[config.mk]
export PLATFORM = sky130hd
export DESIGN_NAME = conv_20_acc_sat
export DESIGN_NICKNAME = d
export VERILOG_FILES = /design/src/rtl/conv_20_acc_sat.sv
export SDC_FILE = /design/constraint.sdc
export NUM_CORES = 1
export LEC_CHECK = 0
export CAP_MARGIN = 20
export CORE_UTILIZATION = 41
export CTS_BUF_LIST = sky130_fd_sc_hd__clkbuf_16
export DETAILED_ROUTE_END_ITERATION = 8
export DONT_BUFFER_PORTS = 1
export GPL_ROUTABILITY_DRIVEN = 0
export GPL_TIMING_DRIVEN = 0
export SYNTH_ARGS = -nofsm -noshare
export SYNTH_HDL_FRONTEND = slang
export SYNTH_SLANG_ARGS = --single-unit
[constraint.sdc]
create_clock -name ap_clk -period 10.85 [get_ports ap_clk]
set_clock_uncertainty 0.15 [all_clocks]
set_input_delay 2.17 -clock ap_clk [delete_from_list [all_inputs] [get_ports ap_clk]]
set_output_delay 2.17 -clock ap_clk [all_outputs]
set_load 0.05 [all_outputs]
[src/rtl/conv_20_acc_sat.sv]
// Accumulate-and-requantize stage behind the conv_20 multiplier: sums KERNEL_SIZE
// products onto a per-window bias, then rounds, shifts and saturates to OUT_WIDTH.
module conv_20_acc_sat #(
    parameter int PROD_WIDTH  = 24,
    parameter int ACC_WIDTH   = 32,
    parameter int OUT_WIDTH   = 16,
    parameter int KERNEL_SIZE = 9,
    parameter int SHIFT       = 8
) (
    input  logic                        ap_clk,
    input  logic                        ap_rst_n,
    input  logic signed [PROD_WIDTH-1:0] prod_data,
    input  logic                        prod_valid,
    output logic                        prod_ready,
    input  logic signed [ACC_WIDTH-1:0]  bias,
    output logic signed [OUT_WIDTH-1:0]  out_data,
    output logic                        out_valid,
    input  logic                        out_ready,
    output logic                        sat_flag
);
    localparam int CNT_W = $clog2(KERNEL_SIZE);
    localparam logic [CNT_W-1:0] LAST_CNT = CNT_W'(KERNEL_SIZE - 1);
    localparam logic signed [ACC_WIDTH:0] ROUND = (ACC_WIDTH + 1)'(1) << (SHIFT - 1);
    localparam logic signed [ACC_WIDTH:0] MAX_V =
        {{(ACC_WIDTH + 2 - OUT_WIDTH){1'b0}}, {(OUT_WIDTH - 1){1'b1}}};
    localparam logic signed [ACC_WIDTH:0] MIN_V =
        {{(ACC_WIDTH + 2 - OUT_WIDTH){1'b1}}, {(OUT_WIDTH - 1){1'b0}}};

    logic signed [ACC_WIDTH-1:0] acc;
    logic        [CNT_W-1:0]     cnt;

    logic                        last;
    logic                        accept;
    logic signed [ACC_WIDTH-1:0] base;
    logic signed [ACC_WIDTH-1:0] prod_ext;
    logic signed [ACC_WIDTH-1:0] sum;
    logic signed [ACC_WIDTH:0]   rnd;
    logic signed [ACC_WIDTH:0]   r;
    logic signed [OUT_WIDTH-1:0] res;
    logic                        sat;

    assign last       = (cnt == LAST_CNT);
    // Only the closing product stalls on a pending result; earlier terms keep flowing.
    assign prod_ready = !(last && out_valid && !out_ready);
    assign accept     = prod_valid && prod_ready;

    assign prod_ext = {{(ACC_WIDTH - PROD_WIDTH){prod_data[PROD_WIDTH-1]}}, prod_data};
    assign base     = (cnt == '0) ? bias : acc;
    assign sum      = base + prod_ext;

    // One extra bit keeps the rounding add from wrapping before the arithmetic shift.
    assign rnd = {sum[ACC_WIDTH-1], sum} + ROUND;
    assign r   = rnd >>> SHIFT;

    always_comb begin
        res = r[OUT_WIDTH-1:0];
        sat = 1'b0;
        if (r > MAX_V) begin
            res = MAX_V[OUT_WIDTH-1:0];
            sat = 1'b1;
        end else if (r < MIN_V) begin
            res = MIN_V[OUT_WIDTH-1:0];
            sat = 1'b1;
        end
    end

    always_ff @(posedge ap_clk or negedge ap_rst_n) begin
        if (!ap_rst_n) begin
            acc       <= '0;
            cnt       <= '0;
            out_data  <= '0;
            out_valid <= 1'b0;
            sat_flag  <= 1'b0;
        end else begin
            if (out_valid && out_ready)
                out_valid <= 1'b0;
            if (accept) begin
                acc <= sum;
                if (last) begin
                    cnt       <= '0;
                    out_data  <= res;
                    out_valid <= 1'b1;
                    if (sat)
                        sat_flag <= 1'b1;
                end else begin
                    cnt <= cnt + 1'b1;
                end
            end
        end
    end
endmodule
==> run metrics, run 1 <==
status completed; Setup Fix Bufs, Post-CTS 0; synthesized cell area 4740 um2; layout cells sized above 1 11.1%; Filler Cells Inserted 1081; RSZ-0062 raised after global routing false; Crit Path Max Fanout 10; footprint of the multi-input gates 3260 um2; Worst Hold Class reg -> reg; Die X 109 um; Post-DP HPWL 10700 um; Slew @ Worst Pin 0.974 ns; DR vias 4248; vias per cell 6.02; reg2reg start cnt[0]; Area Growth Syn to Fin 7.34%; CP Data Arrival Time 7.10 ns; CTS buffer count 5; total wire length 13600 um; MaxCap Viol Count 0; EDFF count, synth 0; post-synth cell types 59; number of remaining DRC errors 0; critical path launch point type register; later-pin clock latency in the skew report 0.31 ns; hold_sp acc[17]; Mean Syn Cell Area 8.49 um2; ANT nets after route 0; Clock Path Buffers 2; Net Count, Synth 656; GRT Total Usage 23.7%; layout net count 663; crit path capture type register; first-pass GRT wire length 21600 um; number of global-route vias before repair 4221; Setup violations, final 0; busiest grt layer met2; clk slew on worst S/H paths 0.08 ns; # clock sinks 54; core box area 11000 um2; FF/Latch Area 1350 um2; num rows 38; Yosys reg bits 54; post-layout util 46.1%; M1 GR Usage 30.2%; Root Buffer Master clkbuf_16; Crit Path Class reg -> reg; Routed wire per std cell 19.2 um; Final Max Tran Viols 0; drt pass-1 iters 5; sequential area share after synthesis 28.5%; Crit path largest cell delay 0.80 ns; slew margin rel. 34.9%; IO Count 79; top cell type's share of synthesized area 28.5%; initial antenna violation count 0; total gr overflow 0; fin crit share 65.2%; synthesized instance count 558; PortBufs 0; CP startpoint cnt[0]; Peak Freq 0.141 GHz; setup_tns 0 ns; Critical Path RT 10.87 ns; chip height 109 um; # hold bufs at CTS 0; Critical Path, Cell by Cell inv_1 > ha_1 > nor3b_1 > clkbuf_1 > mux2_2 > ha_1 > a21oi_1 > o211ai_2 > a31oi_1 > xor2_1 > or3_4 > or4b_4 > or2_4 > or4_1 > a21oi_1 > o211ai_1 > o31ai_4 > buf_6 > o311ai_1; n_diodes 0; Final Hold Vio Count 0; met2 Use GR 40.3%; CTS tree done; post_cts resized 0; Top FF cell, synth dfrtp_1; most frequent cells in the layout nand2_1 (94), dfrtp_1 (54), o21ai_0 (50); ys async rst share 100%; synth warn 0; global-route met3 utilization 5.04%; Die ar. 12000 um2; Starting DRT DRC Count 291; Synth area leaders dfrtp_1 (29%), ha_1 (9.8%), mux2_2 (9.0%), nand2_1 (7.4%), o21ai_0 (5.3%); Synth area leader dfrtp_1; pin count of the biggest net entering global routing 55; most common cell after layout, fill and taps aside nand2_1; Starting Density 42.9%; htree depth 2; slowest cell on the critical path nor3b_1; Tmin final 7.07 ns
==> worst max-delay path: cells and delay by family (launching register included) <==
family / cells / cell delay (ns)
AOI/OAI and AO/OA: 7 / 1.68
and+or+nand+nor: 5 / 2.55
xor gates and xnor gates: 1 / 0.24
buffers and inverters: 3 / 0.96
muxes: 1 / 0.44
adders and majority gates: 2 / 0.47
DFF: 1 / 0.42
==> through the flow <==
step	cell area, um2	instances	setup slack [ns]	hold slack [ns]
after floorplan	4740	558	4.46	0.296
after global placement	4910	698	3.84	0.308
after detailed placement	4910	698	3.77	0.321
after CTS	5080	706	3.75	0.339
after global routing	5080	706	3.35	0.357
final	5080	706	3.78	0.334
==> layout make-up <==
type / instances / area share [%]
clock buffers: 5 / 2.46
inverters: 11 / 0.812
well taps: 140 / 3.44
clock inverters: 3 / 0.935
plain buffers: 20 / 1.65
multi-input cells: 473 / 64.1
flip-flops and latches: 54 / 26.6
==> path summary, 6_finish.rpt <==
check                          endpoint  slack, ns  cells past startpoint
max                        out_data[12]       3.78                     19
min                             acc[17]       0.33                      2
max reg2reg                out_data[12]       3.78                     19
min reg2reg                     acc[17]       0.33                      2
max in group asynchronous       acc[23]       9.03                      0
min in group asynchronous        acc[8]       1.40                      0
==> sequential cells by signal, indices dropped and copies added, names as in the netlist <==
name and flops:
acc 32, cnt 4, out_data 16, out_valid 1
sat_flag 1
==> Yosys cell counts (3+ instances only) <==
cell      number
mux2_2        38
o311ai_1       9
a21boi_0       3
nor3_1        10
xnor2_1       20
o31ai_1        3
ha_1          37
clkbuf_1      18
and3_1         7
nand2_1       94
or4_1          4
a21o_1        11
a211o_1        3
a21oi_1       36
a31oi_1        5
nand3_1        9
dfrtp_1       54
o21ai_0       50
nor2_1        29
inv_1         11
o311ai_0       7
o21ai_1        3
nor4_1         3
o21a_1         5
xor2_1        25
or2_2          4
o21bai_1       3
nand4_1        7
nand2b_1       5
o211ai_1       7
==> logic make-up after synthesis <==
| group | count (synthesis) | synth area share, % |
|---|---|---|
| multiplexers | 40 | 9.46 |
| buffers and inverters | 31 | 2.64 |
| AND/OR/NAND/NOR | 186 | 18.2 |
| AO/OA/AOI/OAI | 164 | 22.6 |
| adder cells (fa/ha/maj) | 38 | 10.2 |
| XOR/XNOR | 45 | 8.32 |
| flip-flops | 54 | 28.5 |
==> layer usage <==
metal,part of all wire [%],wire (um)
met5,0,0
met4,1.7,228
met3,5.3,715
met2,47,6420
met1,46,6210
Power of run 1 is left out: the tool's default activity adds up to more than one toggle a clock period on the data nets, which glitch-free logic cannot reach.
==> run 2, diff against run 1 <==
==> constraint.sdc (replaced) <==
create_clock -name ap_clk -period 6.22 [get_ports ap_clk]
set_clock_uncertainty 0.15 [all_clocks]
set_input_delay 1.244 -clock ap_clk [delete_from_list [all_inputs] [get_ports ap_clk]]
set_output_delay 1.244 -clock ap_clk [all_outputs]
set_load 0.05 [all_outputs]
==> run 2 against run 1 <==
Compared with the run above:
- non-clock buffer count up 2
- core utilization up 0.84 points
- routed wire length about the same
- first-iteration DRC count down 0.69%
- hold slack about the same
- cell count up 0.28%
- via count about the same
- sequential share of layout area down 0.48 points
- setup slack worse by 3.4 ns
- critical path depth up 1
- global-route usage up 0.088 points
- design area up 1.8%
==> run metrics, run 2 (same netlist as run 1, synthesis figures left out) <==
Hold Crit Depth 2 (unchanged); chip height 109 um (unchanged); Hold Path End acc[17] (unchanged); Final Max Tran Viols 0 (unchanged); core box area 11000 um2 (unchanged); ANT nets after route 0 (unchanged); Worst Hold Class reg -> reg (unchanged); MaxCap Viol Count 0 (unchanged); first-pass GRT wire length 21700 um (was 21600 um); Die ar. 12000 um2 (unchanged); initial antenna violation count 0 (unchanged); Crit Path Max Fanout 10 (unchanged); Clock Path Buffers 2 (unchanged); CTS buffer count 5 (unchanged); Starting Density 42.9% (unchanged); n_diodes 0 (unchanged); Largest regs acc: 32 flops, out_data: 16 flops, cnt: 4 flops (unchanged); DP Area 4910 um2 (unchanged); number of global-route vias before repair 4250 (was 4221); Root Buffer Master clkbuf_16 (unchanged); r2r endpoint out_data[12] (unchanged); PortBufs 0 (unchanged); Starting DRT DRC Count 289 (was 291); Tmin final 5.89 ns (was 7.07 ns); status completed (unchanged); Post-DP HPWL 10700 um (unchanged); Slew @ Worst Pin 0.664 ns (was 0.974 ns); DR vias 4244 (was 4248); CP Data Arrival Time 5.91 ns (was 7.10 ns); number of remaining DRC errors 0 (unchanged); IO Count 79 (unchanged); Critical Path RT 6.25 ns (was 10.87 ns); later-pin clock latency in the skew report 0.32 ns (was 0.31 ns); total wire length 13600 um (about the same); critical path launch point type register (unchanged); num rows 38 (unchanged); CTS tree done (unchanged); Area Growth Syn to Fin 9.30% (was 7.34%); # clock sinks 54 (unchanged); non-filler instance count after layout 708 (was 706); Peak Freq 0.170 GHz (was 0.141 GHz); Setup violations, final 0 (unchanged); layout net count 665 (was 663); RSZ-0062 raised after global routing false (unchanged); total gr overflow 0 (unchanged); Die X 109 um (unchanged); hold_sp acc[17] (unchanged); Top reg by flops acc (unchanged); GRT Total Usage 23.8% (was 23.7%); htree depth 2 (unchanged); R2R setup slack 0.33 ns (was 3.78 ns); # hold bufs at CTS 0 (unchanged); clk slew on worst S/H paths 0.08 ns (about the same); fin crit share 94.7% (was 65.2%); crit path capture type register (unchanged); reg2reg path depth 20 (was 19); layout cells sized above 1 13.4% (was 11.1%); most common cell after layout, fill and taps aside nand2_1 (unchanged); Cells after DPL 698 (unchanged); Crit Path Class reg -> reg (unchanged); max reg flops 32 (unchanged); drt pass-1 iters 4 (was 5); Final Hold Vio Count 0 (unchanged); reg2reg start cnt[0] (unchanged); design area 5180 um2 (was 5080 um2); pin count of the biggest net entering global routing 55 (unchanged); slew margin rel. 55.8% (was 34.9%); vias per cell 5.99 (was 6.02); Routed wire per std cell 19.2 um (about the same); most frequent cells in the layout nand2_1 (94), dfrtp_1 (54), o21ai_0 (50) (unchanged)
run 2: cell count changes in the layout (fill, tap and decap cells not counted), sizes merged:
cell	before	now
buf	2	8
clkbuf	23	19
run 2: worst max-delay path, cell delays in order (launching register included):
cell and delay [ns]:
dfrtp_1 0.42, inv_1 0.09, ha_1 0.19, nor3b_4 0.18, buf_4 0.18, buf_6 0.19, mux2_2 0.38, ha_1 0.29
a21oi_1 0.28, o211ai_2 0.16, a31oi_2 0.33, xor2_1 0.20, or3_4 0.44, or4b_4 0.53, or2_4 0.28, or4_1 0.50
a21oi_1 0.15, o211ai_1 0.14, o31ai_4 0.36, buf_6 0.20, o311ai_1 0.10
run 2: final cells by class:
type,count,area (um2)
sequential,54,1350
buffer,18,91.3
timing repair buffer,4,30.0
clock buffer,5,125
clock inverter,3,47.5
inverter,11,41.3
tap,140,175
fill,1071,5850
multi-input combinational,473,3320
run 2: timing repair:
action | CTS | global route
buffers inserted | 2 | 2
pin swaps | 0 | 2
resized for setup | 8 | 11
endpoints found under the setup margin | 17 | 16
run 2: metrics by stage:
stage / setup WS, ns / TNS (ns) / utilization (%) / hold WS [ns]
2_1_floorplan: 0.457 / 0 / - / 0.296
3_3_place_gp: -0.793 / -12.12 / 44.5 / 0.308
3_5_place_dp: -0.856 / -13.11 / 44.5 / 0.321
4_1_cts: 0.0259 / 0 / 46.5 / 0.339
5_1_grt: 0.0294 / 0 / 46.9 / 0.357
6_report: 0.331 / 0 / 46.9 / 0.334
run 2: worst max path at each step:
stage | slack (ns) | from | depth (start not counted) | to
floorplan | 0.46 | cnt[0] | 19 | out_data[11]
global placement | -0.79 | cnt[0] | 19 | out_data[13]
detailed placement | -0.86 | cnt[0] | 19 | out_data[8]
CTS | 0.03 | cnt[0] | 21 | out_data[12]
global route | 0.03 | cnt[0] | 24 | out_data[10]
finish | 0.33 | cnt[0] | 20 | out_data[12]
run 2: routing by layer:
metal  vias to the layer above  GRT usage (%)  share of wire (%)
li1                       2066              -                  -
met5                         -              0                  0
met1                      2058           30.4                 46
met3                        19           5.04                4.8
met4                         0           6.95                1.6
met2                       101           40.3                 48
Power of run 2 is left out for the same reason.
